File: config.mk
export PLATFORM = sky130hd
export DESIGN_NAME = ncsp_fcw_ramp
export DESIGN_NICKNAME = d
export VERILOG_FILES = /design/src/rtl/ncsp_fcw_ramp.sv
export SDC_FILE = /design/constraint.sdc
export NUM_CORES = 1
export LEC_CHECK = 0
export ABC_AREA = 1
export BUFFER_PORTS_ARGS = -buffer_cell sky130_fd_sc_hd__buf_2
export CAP_MARGIN = 10
export CORE_ASPECT_RATIO = 1.25
export CORE_MARGIN = 3
export CORE_UTILIZATION = 55
export DETAILED_ROUTE_END_ITERATION = 10
export GPL_TIMING_DRIVEN = 0
export PLACE_DENSITY = 0.77
export SYNTH_ARGS = -nofsm -noshare
export SYNTH_HDL_FRONTEND = slang
export SYNTH_SLANG_ARGS = --single-unit
File: constraint.sdc
create_clock -name i_clk -period 15 [get_ports i_clk]
set_input_delay 2.25 -clock i_clk [delete_from_list [all_inputs] [get_ports i_clk]]
set_output_delay 2.25 -clock i_clk [all_outputs]
set_load 0.005 [all_outputs]
File: src/rtl/ncsp_fcw_ramp.sv
// ncsp_fcw_ramp
//   Frequency-control-word sweep generator feeding the MASH top level.
//   Produces an integer byte plus a 24-bit fraction (msb/isb/lsb bytes)
//   and sweeps it as a single up-ramp, a repeating sawtooth or a repeating
//   triangle. Runs on the modulator clock and its asynchronous FF reset.
//
// Ports
//   i_clk, i_ff_rst   modulator clock, asynchronous active-high reset
//   i_start           start pulse, honoured only while idle
//   i_stop            abort; returns to idle and freezes the output word
//   i_mode            00 single, 01 sawtooth, 10 triangle, 11 = 00
//   i_start_word      {int, frac} start value
//   i_step            unsigned fractional increment per tick
//   i_nsteps          steps per ramp leg
//   i_hold            ticks spent at each ramp end
//   i_div             one tick every i_div+1 clocks
//   o_int/o_msb/o_isb/o_lsb   accumulator bytes, straight from the register
//   o_busy            not idle
//   o_dir             1 while ramping down or holding at the bottom
//   o_sweep_done      one-clock pulse at the end of every sweep period
module ncsp_fcw_ramp #(
  parameter int INT_W  = 8,
  parameter int FRAC_W = 24,
  parameter int CNT_W  = 16,
  parameter int DIV_W  = 8
) (
  input  logic                    i_clk,
  input  logic                    i_ff_rst,
  input  logic                    i_start,
  input  logic                    i_stop,
  input  logic [1:0]              i_mode,
  input  logic [INT_W+FRAC_W-1:0] i_start_word,
  input  logic [FRAC_W-1:0]       i_step,
  input  logic [CNT_W-1:0]        i_nsteps,
  input  logic [CNT_W-1:0]        i_hold,
  input  logic [DIV_W-1:0]        i_div,
  output logic [INT_W-1:0]        o_int,
  output logic [7:0]              o_msb,
  output logic [7:0]              o_isb,
  output logic [7:0]              o_lsb,
  output logic                    o_busy,
  output logic                    o_dir,
  output logic                    o_sweep_done
);

  localparam int ACC_W = INT_W + FRAC_W;

  localparam logic [1:0] MODE_SINGLE = 2'b00;
  localparam logic [1:0] MODE_SAW    = 2'b01;

  typedef enum logic [2:0] {
    IDLE     = 3'd0,
    UP       = 3'd1,
    HOLD_TOP = 3'd2,
    DOWN     = 3'd3,
    HOLD_BOT = 3'd4
  } state_t;

  state_t             state_reg, state_next;
  logic [ACC_W-1:0]   acc_reg, acc_next;
  logic [CNT_W-1:0]   cnt_reg, cnt_next;       // steps in a ramp leg, ticks in a hold
  logic [DIV_W-1:0]   div_cnt_reg, div_cnt_next;
  logic               done_reg, done_next;

  // Configuration captured at start; later input changes are ignored.
  logic [1:0]         mode_reg, mode_next;
  logic [ACC_W-1:0]   start_word_reg, start_word_next;
  logic [FRAC_W-1:0]  step_reg, step_next;
  logic [CNT_W-1:0]   nsteps_reg, nsteps_next;
  logic [CNT_W-1:0]   hold_reg, hold_next;
  logic [DIV_W-1:0]   div_reg, div_next;

  logic               tick;
  logic [CNT_W-1:0]   leg_len;
  logic               leg_last;
  logic [ACC_W-1:0]   step_ext;

  always_ff @(posedge i_clk or posedge i_ff_rst) begin
    if (i_ff_rst) begin
      state_reg      <= IDLE;
      acc_reg        <= '0;
      cnt_reg        <= '0;
      div_cnt_reg    <= '0;
      done_reg       <= 1'b0;
      mode_reg       <= '0;
      start_word_reg <= '0;
      step_reg       <= '0;
      nsteps_reg     <= '0;
      hold_reg       <= '0;
      div_reg        <= '0;
    end else begin
      state_reg      <= state_next;
      acc_reg        <= acc_next;
      cnt_reg        <= cnt_next;
      div_cnt_reg    <= div_cnt_next;
      done_reg       <= done_next;
      mode_reg       <= mode_next;
      start_word_reg <= start_word_next;
      step_reg       <= step_next;
      nsteps_reg     <= nsteps_next;
      hold_reg       <= hold_next;
      div_reg        <= div_next;
    end
  end

  assign tick     = (div_cnt_reg == div_reg);
  assign step_ext = {{INT_W{1'b0}}, step_reg};
  // Ramp legs count steps, holds count ticks; a zero length ends after one clock.
  assign leg_len  = ((state_reg == UP) || (state_reg == DOWN)) ? nsteps_reg : hold_reg;
  assign leg_last = (leg_len == '0) || (tick && ((cnt_reg + CNT_W'(1)) == leg_len));

  always_comb begin
    state_next      = state_reg;
    acc_next        = acc_reg;
    cnt_next        = cnt_reg;
    div_cnt_next    = div_cnt_reg;
    done_next       = 1'b0;
    mode_next       = mode_reg;
    start_word_next = start_word_reg;
    step_next       = step_reg;
    nsteps_next     = nsteps_reg;
    hold_next       = hold_reg;
    div_next        = div_reg;

    if (state_reg == IDLE) begin
      if (i_start && !i_stop) begin
        mode_next       = (i_mode == 2'b11) ? MODE_SINGLE : i_mode;
        start_word_next = i_start_word;
        step_next       = i_step;
        nsteps_next     = i_nsteps;
        hold_next       = i_hold;
        div_next        = i_div;
        acc_next        = i_start_word;
        state_next      = UP;
      end
    end else if (i_stop) begin
      state_next = IDLE;
    end else begin
      if (tick) begin
        div_cnt_next = '0;
        cnt_next     = cnt_reg + CNT_W'(1);
      end else begin
        div_cnt_next = div_cnt_reg + DIV_W'(1);
      end

      case (state_reg)
        UP: begin
          if (tick && (leg_len != '0)) acc_next = acc_reg + step_ext;
          if (leg_last) begin
            if (mode_reg == MODE_SINGLE) begin
              state_next = IDLE;
              done_next  = 1'b1;
            end else begin
              state_next = HOLD_TOP;
            end
          end
        end
        HOLD_TOP: begin
          if (leg_last) begin
            if (mode_reg == MODE_SAW) begin
              acc_next   = start_word_reg;
              done_next  = 1'b1;
              state_next = UP;
            end else begin
              state_next = DOWN;
            end
          end
        end
        DOWN: begin
          if (tick && (leg_len != '0)) acc_next = acc_reg - step_ext;
          if (leg_last) state_next = HOLD_BOT;
        end
        HOLD_BOT: begin
          // No reload: the triangle closes on the start value unless it wrapped.
          if (leg_last) begin
            done_next  = 1'b1;
            state_next = UP;
          end
        end
        default: state_next = IDLE;
      endcase
    end

    // Every state entry restarts both the leg counter and the tick divider.
    if (state_next != state_reg) begin
      cnt_next     = '0;
      div_cnt_next = '0;
    end
  end

  assign o_int        = acc_reg[ACC_W-1 -: INT_W];
  assign o_msb        = acc_reg[FRAC_W-1 -: 8];
  assign o_isb        = acc_reg[FRAC_W-9 -: 8];
  assign o_lsb        = acc_reg[FRAC_W-17 -: 8];
  assign o_busy       = (state_reg != IDLE);
  assign o_dir        = (state_reg == DOWN) || (state_reg == HOLD_BOT);
  assign o_sweep_done = done_reg;

endmodule

==> results.py, run 1 <==
metrics = {
    "run_status": {
        "status": "finished clean",
    },
    "flow_run": {
        "cap_violations": 0,
    },
    "yosys": {
        "yosys_register_bits": 158,
        "synthCells": 1500,
        "synth-simple-area-share": 0.312,
        "synth-edff-count": 0,
        "synthAdderAreaFrac": 0.0430,
        "synth_cell_types": 43,
        "synth_top_area_cell": "dfrtp_1",
        "synth.avg_cell_area_um2": 6.90,
        "synthXorXnorAreaFrac": 0.0372,
        "synth_mux_area_frac": 0.000967,
        "synth.most_common_cell": "nand2_1",
        "synthTopCellsByCount": "490 x nand2_1, 158 x dfrtp_1, 150 x inv_1",
        "ys_seq_area_frac": 0.382,
        "yosys_warnings": 0,
        "yosys.area.top_type_share": 0.382,
        "synth_compound_area_frac": 0.144,
        "ys.flop_type": "dfrtp_1",
        "syn_nets": 1637,
        "synth_top_family_by_area": "simple AND/OR/NAND/NOR gates",
        "synthesis.area_um2": 10400,
        "synth_async_sr_flop_share": 1.00,
        "yosys-top-cells-area": "dfrtp_1 38%, nand2_1 18%, o21ai_0 6.2%",
    },
    "setup_path": {
        "cp_slowest_cell": "o21ai_0",
        "cp.buffers_inverters": 6,
        "path_cells": "buf_4, inv_2, nand3_2, buf_2, buf_1, inv_1, clkbuf_1, o21ai_0, fa_1, nand2_1, a21oi_1, a21boi_0, o21ai_0, nand2_1, nand2_1, a21oi_1, o21bai_1, nand2_1, nand2_1, o21ai_0, a21oi_1",
        "r2r_setup_slack_ns": 10.05,
        "critPathTopFamily": "compound AO/OA/AOI/OAI gates",
        "worstSetupEndpointType": "flip-flop",
        "slowest_delay_ns": 0.64,
        "r2r_start": "state_reg[2]",
        "cp_max_fo": 10,
        "worst-r2r-cell-count": 21,
        "reg2reg_to": "acc_reg[26]",
        "setup.worst_path.start_class": "flip-flop",
        "crit_type": "reg -> reg",
        "cp.arrival_ns": 5.31,
        "critPathMostFrequentCell": "nand2_1",
        "cp.required_ns": 15.36,
    },
    "pwr": {
        "irDropWorstVdd_v": 0.0000972,
        "leakagePower_nw": 6.16,
        "power_density_nw_per_um2": 155,
    },
    "cts": {
        "clk_latency_ns": 0.43,
        "ctsResizeCount": 0,
        "cts_tree": "built",
        "hold_buffers": 0,
        "post-cts-setup-buffer-count": 0,
        "clock_path_buffers": 2,
        "path_clk_slew_ns": 0.07,
        "cts_num_sinks": 158,
        "root_buffer": "clkbuf_16",
        "htree_levels": 4,
        "cts_buffers": 17,
    },
    "worst_hold_path": {
        "whs_endpoint": "start_word_reg[10]",
        "whs_path_depth": 2,
        "hold_class": "reg -> reg",
        "worstHoldStart": "start_word_reg[10]",
    },
    "timing": {
        "fin_crit_ns": 4.95,
        "setup_viol": 0,
        "finalHoldViolCount": 0,
        "max_freq_mhz": 202,
        "finalCritPeriodShare": 0.330,
        "setup_tns_ns": 0,
        "rsz0062_at_grt": "no",
        "tightestPinTransition_ns": 0.753,
        "fin_ws_ns": 10.05,
        "max_slew_margin": 0.498,
        "maxSlewViolCount": 0,
        "fin_skew_ns": 0.0115,
    },
    "floorplanning": {
        "die_y_um": 159,
        "die_w_um": 129,
        "coreArea_um2": 18300,
        "io_pins": 137,
        "die_area_um2": 20500,
        "rows": 55,
        "start_util": 0.565,
    },
    "detailed_routing": {
        "num_vias": 10531,
        "post_drt_wl_per_cell_um": 17.0,
        "via_per_inst": 5.55,
        "drt-initial-drc-count": 771,
        "ant_nets": 0,
        "firstDrtPassIters": 7,
        "drt-total-wl_um": 32300,
        "drc_errors": 0,
    },
    "cells_and_area": {
        "nets": 1794,
        "area_growth_pct": 15.0,
        "n_fill_cell": 1731,
        "drive_gt1_frac": 0.132,
        "antenna_cells": 0,
    },
    "global_routing": {
        "grt_pass1_vias": 10345,
        "grt_pass1_wl_um": 51200,
        "grt_remaining_overflow": 0,
        "grt_max_degree": 126,
        "track_usage": 0.315,
        "antenna_found_initial": 0,
    },
    "place": {
        "io_buffers": 136,
        "dp_slack_ns": 10.14,
        "dp_hpwl_um": 24600,
        "gp_congestion": 0.979,
    },
}
[power by group]
| part | leakage, nW | switching [mW] | internal [mW] |
|---|---|---|---|
| Sequential | 1.98 | 0.0835 | 0.524 |
| Clock | 0.273 | 0.188 | 0.230 |
| Combinational | 3.91 | 0.512 | 0.308 |
| Total | 6.16 | 0.783 | 1.06 |
[how the worst max path moves through the flow]
stage            startpoint          end  slack [ns]  cells past startpoint
3_3_place_gp       i_ff_rst  acc_reg[23]        6.56                      2
5_1_grt        state_reg[2]  acc_reg[26]        9.60                     20
3_5_place_dp   state_reg[2]  acc_reg[26]       10.14                     21
2_1_floorplan      i_ff_rst   acc_reg[0]        8.49                      1
6_report       state_reg[2]  acc_reg[26]       10.05                     21
4_1_cts        state_reg[2]  acc_reg[26]       10.11                     21
[stage by stage]
| step | hold slack [ns] | util | std cells | cell area (µm²) | power [mW] |
|---|---|---|---|---|---|
| floorplan | 0.440 | - | 1500 | 10400 | 1.17 |
| global placement | 0.454 | 0.618 | 1864 | 11300 | 1.40 |
| detailed placement | 0.460 | 0.620 | 1866 | 11400 | 1.41 |
| CTS | 0.477 | 0.650 | 1898 | 11900 | 1.83 |
| global route | 0.503 | 0.650 | 1898 | 11900 | 1.98 |
| finish | 0.475 | 0.650 | 1898 | 11900 | 1.84 |
[layout make-up]
cell class	count	area (µm²)	area share
multi-input combinational	1134	5560	0.467
sequential	158	3950	0.332
timing repair buffer	138	713	0.0599
inverter	154	586	0.0492
clock buffer	20	437	0.0367
tap	228	285	0.0240
buffer	54	255	0.0214
clock inverter	12	111	0.00935
[placed cells by master, fill, tap and decap left out, drive strengths merged]
master / count
mux2i: 1
clkbuf: 52
nor3: 14
nand2: 496
nor4: 2
o21bai: 7
o21a: 2
a21boi: 1
xor2: 34
o221ai: 2
o22ai: 2
or2: 3
nor2: 158
o41ai: 1
o211ai: 9
dfrtp: 158
buf: 160
xnor2: 10
clkinv: 8
fa: 1
a22oi: 1
a21o: 2
nand3: 78
o21ai: 130
nand3b: 8
a21oi: 96
nor3b: 1
nand4: 20
a2bb2oi: 9
a31oi: 10
inv: 157
ha: 34
a211oi: 1
bufinv: 1
o31ai: 1
[logic make-up (layout without fill, tap and decap cells)]
logic type | after synthesis | after routing
AOI/OAI and AO/OA | 274 | 274
buffers and inverters | 208 | 378
muxes | 1 | 1
adders and majority gates | 35 | 35
and+or+nand+nor | 780 | 780
DFF | 158 | 158
xor gates and xnor gates | 44 | 44
[per-layer routing]
metal | global-route usage | wire (µm)
met2 | 0.546 | 16200
met5 | 0 | 0
met1 | 0.396 | 13200
met3 | 0.0366 | 1640
met4 | 0.129 | 1320
[tightest hold or removal path, stage by stage, from the launching register on]
cell and delay [ns]:
dfrtp_1 0.34, nand2_1 0.05, nand2_1 0.05
No activity file was read; power rests on OpenSTA's default activity.
==> run 2, diff against run 1 <==
--- a/config.mk
+++ b/config.mk
@@ -5,12 +5,12 @@
 export SDC_FILE = /design/constraint.sdc
 export NUM_CORES = 1
 export LEC_CHECK = 0
-export ABC_AREA = 1
+export ABC_AREA = 0
 export BUFFER_PORTS_ARGS = -buffer_cell sky130_fd_sc_hd__buf_2
 export CAP_MARGIN = 10
 export CORE_ASPECT_RATIO = 1.25
 export CORE_MARGIN = 3
-export CORE_UTILIZATION = 55
+export CORE_UTILIZATION = 53
 export DETAILED_ROUTE_END_ITERATION = 10
 export GPL_TIMING_DRIVEN = 0
 export PLACE_DENSITY = 0.77
==> constraint.sdc (replaced) <==
create_clock -name i_clk -period 4.5 [get_ports i_clk]
set_input_delay 0.675 -clock i_clk [delete_from_list [all_inputs] [get_ports i_clk]]
set_output_delay 0.675 -clock i_clk [all_outputs]
set_load 0.005 [all_outputs]
==> results.py, run 2 <==
metrics = {
    "run_status": {
        "status": "finished clean",
    },
    "timing": {
        "fin_skew_ns": 0.00986,
        "finalHoldViolCount": 0,
        "setup_viol": 0,
        "finalCritPeriodShare": 0.986,
        "max_freq_mhz": 225,
        "max_slew_margin": 0.306,
        "fin_crit_ns": 4.44,
        "rsz0062_at_grt": "yes",
        "maxSlewViolCount": 0,
        "tightestPinTransition_ns": 1.04,
    },
    "flow_run": {
        "cap_violations": 0,
    },
    "cts": {
        "root_buffer": "clkbuf_16",
        "path_clk_slew_ns": 0.07,
        "cts_num_sinks": 158,
        "htree_levels": 4,
        "cts_buffers": 17,
        "clk_latency_ns": 0.44,
        "hold_buffers": 0,
        "cts_tree": "built",
        "clock_path_buffers": 2,
    },
    "setup_path": {
        "worst-r2r-cell-count": 15,
        "slowest_delay_ns": 0.58,
        "cp.required_ns": 4.82,
        "crit_type": "reg -> reg",
        "worstSetupEndpointType": "flip-flop",
        "critPathTopFamily": "simple AND/OR/NAND/NOR gates",
        "cp.buffers_inverters": 0,
        "path_cells": "or4_4, nor4_4, nor3b_4, nand2_1, or2_4, o41ai_4, xor2_2, ha_4, a21oi_1, o31a_1, o21ai_2, a21boi_0, xor2_1, a21oi_1, mux2_1",
        "reg2reg_to": "acc_reg[27]",
        "cp.depth": 15,
        "crit_start": "step_reg[8]",
        "critPathMostFrequentCell": "a21oi_1",
        "cp.arrival_ns": 4.75,
        "endpoint": "acc_reg[27]",
        "r2r_setup_slack_ns": 0.06,
        "r2r_start": "step_reg[8]",
        "setup.worst_path.start_class": "flip-flop",
        "cp_slowest_cell": "or4_4",
        "cp_max_fo": 8,
    },
    "cells_and_area": {
        "nets": 1519,
        "final_cell_mix": "352 x nand2_1, 158 x dfrtp_1, 138 x buf_2, 84 x nor2_1, 56 x o21ai_0",
        "drive_gt1_frac": 0.189,
        "area_growth_pct": 20.8,
        "final_common_cell": "nand2_1",
        "antenna_cells": 0,
        "utilization": 0.658,
        "design_area_um2": 12000,
    },
    "global_routing": {
        "antenna_found_initial": 1,
        "grt_remaining_overflow": 0,
        "grt_pass1_wl_um": 47600,
        "grt_pass1_vias": 9358,
        "track_usage": 0.296,
        "grt_max_degree": 43,
    },
    "detailed_routing": {
        "via_per_inst": 5.75,
        "firstDrtPassIters": 7,
        "drc_errors": 0,
        "ant_nets": 0,
        "num_vias": 9321,
        "post_drt_wl_per_cell_um": 18.7,
        "drt-initial-drc-count": 828,
        "drt-total-wl_um": 30300,
    },
    "place": {
        "dp_hpwl_um": 22400,
        "dpl_cell_area_um2": 11000,
        "gp_congestion": 0.958,
        "io_buffers": 135,
    },
    "pwr": {
        "leakagePower_nw": 5.76,
        "power_density_nw_per_um2": 653,
        "irDropWorstVdd_v": 0.000314,
    },
    "floorplanning": {
        "rows": 55,
        "start_util": 0.544,
        "die_w_um": 129,
        "die_area_um2": 20500,
        "coreArea_um2": 18300,
        "io_pins": 137,
        "die_y_um": 159,
    },
    "yosys": {
        "yosys-top-cells-area": "dfrtp_1 40%, nand2_1 13%, xnor2_1 4.4%",
        "ys_seq_area_frac": 0.397,
        "synth.most_common_cell": "nand2_1",
        "synth_top_area_cell": "dfrtp_1",
        "yosys_register_bits": 158,
        "synthTopCellsByCount": "352 x nand2_1, 158 x dfrtp_1, 84 x nor2_1",
        "syn_nets": 1348,
        "synth-edff-count": 0,
        "synthesis.area_um2": 9960,
        "synth_async_sr_flop_share": 1.00,
        "yosys_warnings": 0,
        "ys.flop_type": "dfrtp_1",
        "synth_cell_types": 71,
        "synth.avg_cell_area_um2": 8.23,
        "yosys.area.top_type_share": 0.397,
        "synthCells": 1211,
    },
    "worst_hold_path": {
        "hold_class": "in -> async",
    },
}
==> run 2: cell types whose count changed in the layout (fill, tap and decap cells not counted), moves of 40 or more <==
cell	delta
nand2_1	-138
inv_1	-118
o21ai_0	-73
nand3_1	-61
a21oi_1	-51
nor2_1	-51
xnor2_1	+40
==> run 2: metal layers <==
layer	routed length (µm)	vias to the layer above	track usage
met5	13	-	0
met4	1440	2	0.148
met3	1820	98	0.0550
met2	15600	344	0.520
met1	11400	4403	0.339
li1	-	4474	-
==> run 2: cell type report <==
type	count	area, µm²
buffer	54	249
clock buffer	19	443
clock inverter	12	161
fill	1581	6270
inverter	33	128
multi-input combinational	963	5960
sequential	158	3950
tap	228	285
timing repair buffer	155	863
==> run 2: power breakdown <==
group	total (mW)	leakage, nW	switching [mW]	internal (mW)
registers	2.30	1.98	0.451	1.85
clock network	1.52	0.298	0.629	0.891
logic	4.03	3.49	2.29	1.75
total	7.86	5.76	3.37	4.49
==> run 2: worst min path at each step <==
stage                             from                 end  slack, ns  cells past startpoint
floorplan           start_word_reg[14]  start_word_reg[14]       0.44                      2
global placement    start_word_reg[14]  start_word_reg[14]       0.46                      2
detailed placement  start_word_reg[11]  start_word_reg[11]       0.46                      2
CTS                          i_hold[7]         hold_reg[7]       0.42                      3
global route                 i_hold[3]         hold_reg[3]       0.43                      3
finish                        i_ff_rst         step_reg[2]       0.41                      2
==> run 2: cell families (layout without fill, tap and decap cells) <==
group | Yosys count | count (layout) | share of synthesized area
AOI/OAI and AO/OA | 212 | 212 | 0.134
xor gates and xnor gates | 92 | 92 | 0.0836
adders and majority gates | 35 | 35 | 0.0447
buffers and inverters | 90 | 273 | 0.0383
DFF | 158 | 158 | 0.397
muxes | 48 | 48 | 0.0512
and+or+nand+nor | 576 | 576 | 0.252
==> run 2: metrics by stage <==
step / instances / hold slack, ns / total power, mW / setup slack (ns) / TNS [ns]
finish: 1622 / 0.413 / 7.86 / 0.0639 / 0
global route: 1622 / 0.428 / 8.38 / -0.0970 / -0.362
CTS: 1608 / 0.418 / 7.48 / 0.00527 / 0
detailed placement: 1577 / 0.462 / 5.80 / -0.658 / -7.71
global placement: 1574 / 0.455 / 5.73 / -0.624 / -7.45
floorplan: 1211 / 0.440 / 4.77 / 0.240 / 0
==> run 2: worst register-to-register path, stage by stage (launching register included) <==
cell,delay (ns)
dfrtp_1,0.41
or4_4,0.58
nor4_4,0.35
nor3b_4,0.31
nand2_1,0.11
or2_4,0.31
o41ai_4,0.39
xor2_2,0.24
ha_4,0.26
a21oi_1,0.25
o31a_1,0.20
o21ai_2,0.08
a21boi_0,0.26
xor2_1,0.18
a21oi_1,0.08
mux2_1,0.30
==> run 2: timing repair <==
| action | in CTS | in global routing |
|---|---|---|
| endpoints found under the setup margin | 22 | 20 |
| pin swaps | 2 | 21 |
| cloned | 0 | 0 |
| setup buffers | 2 | 15 |
| gates resized for setup | 28 | 47 |
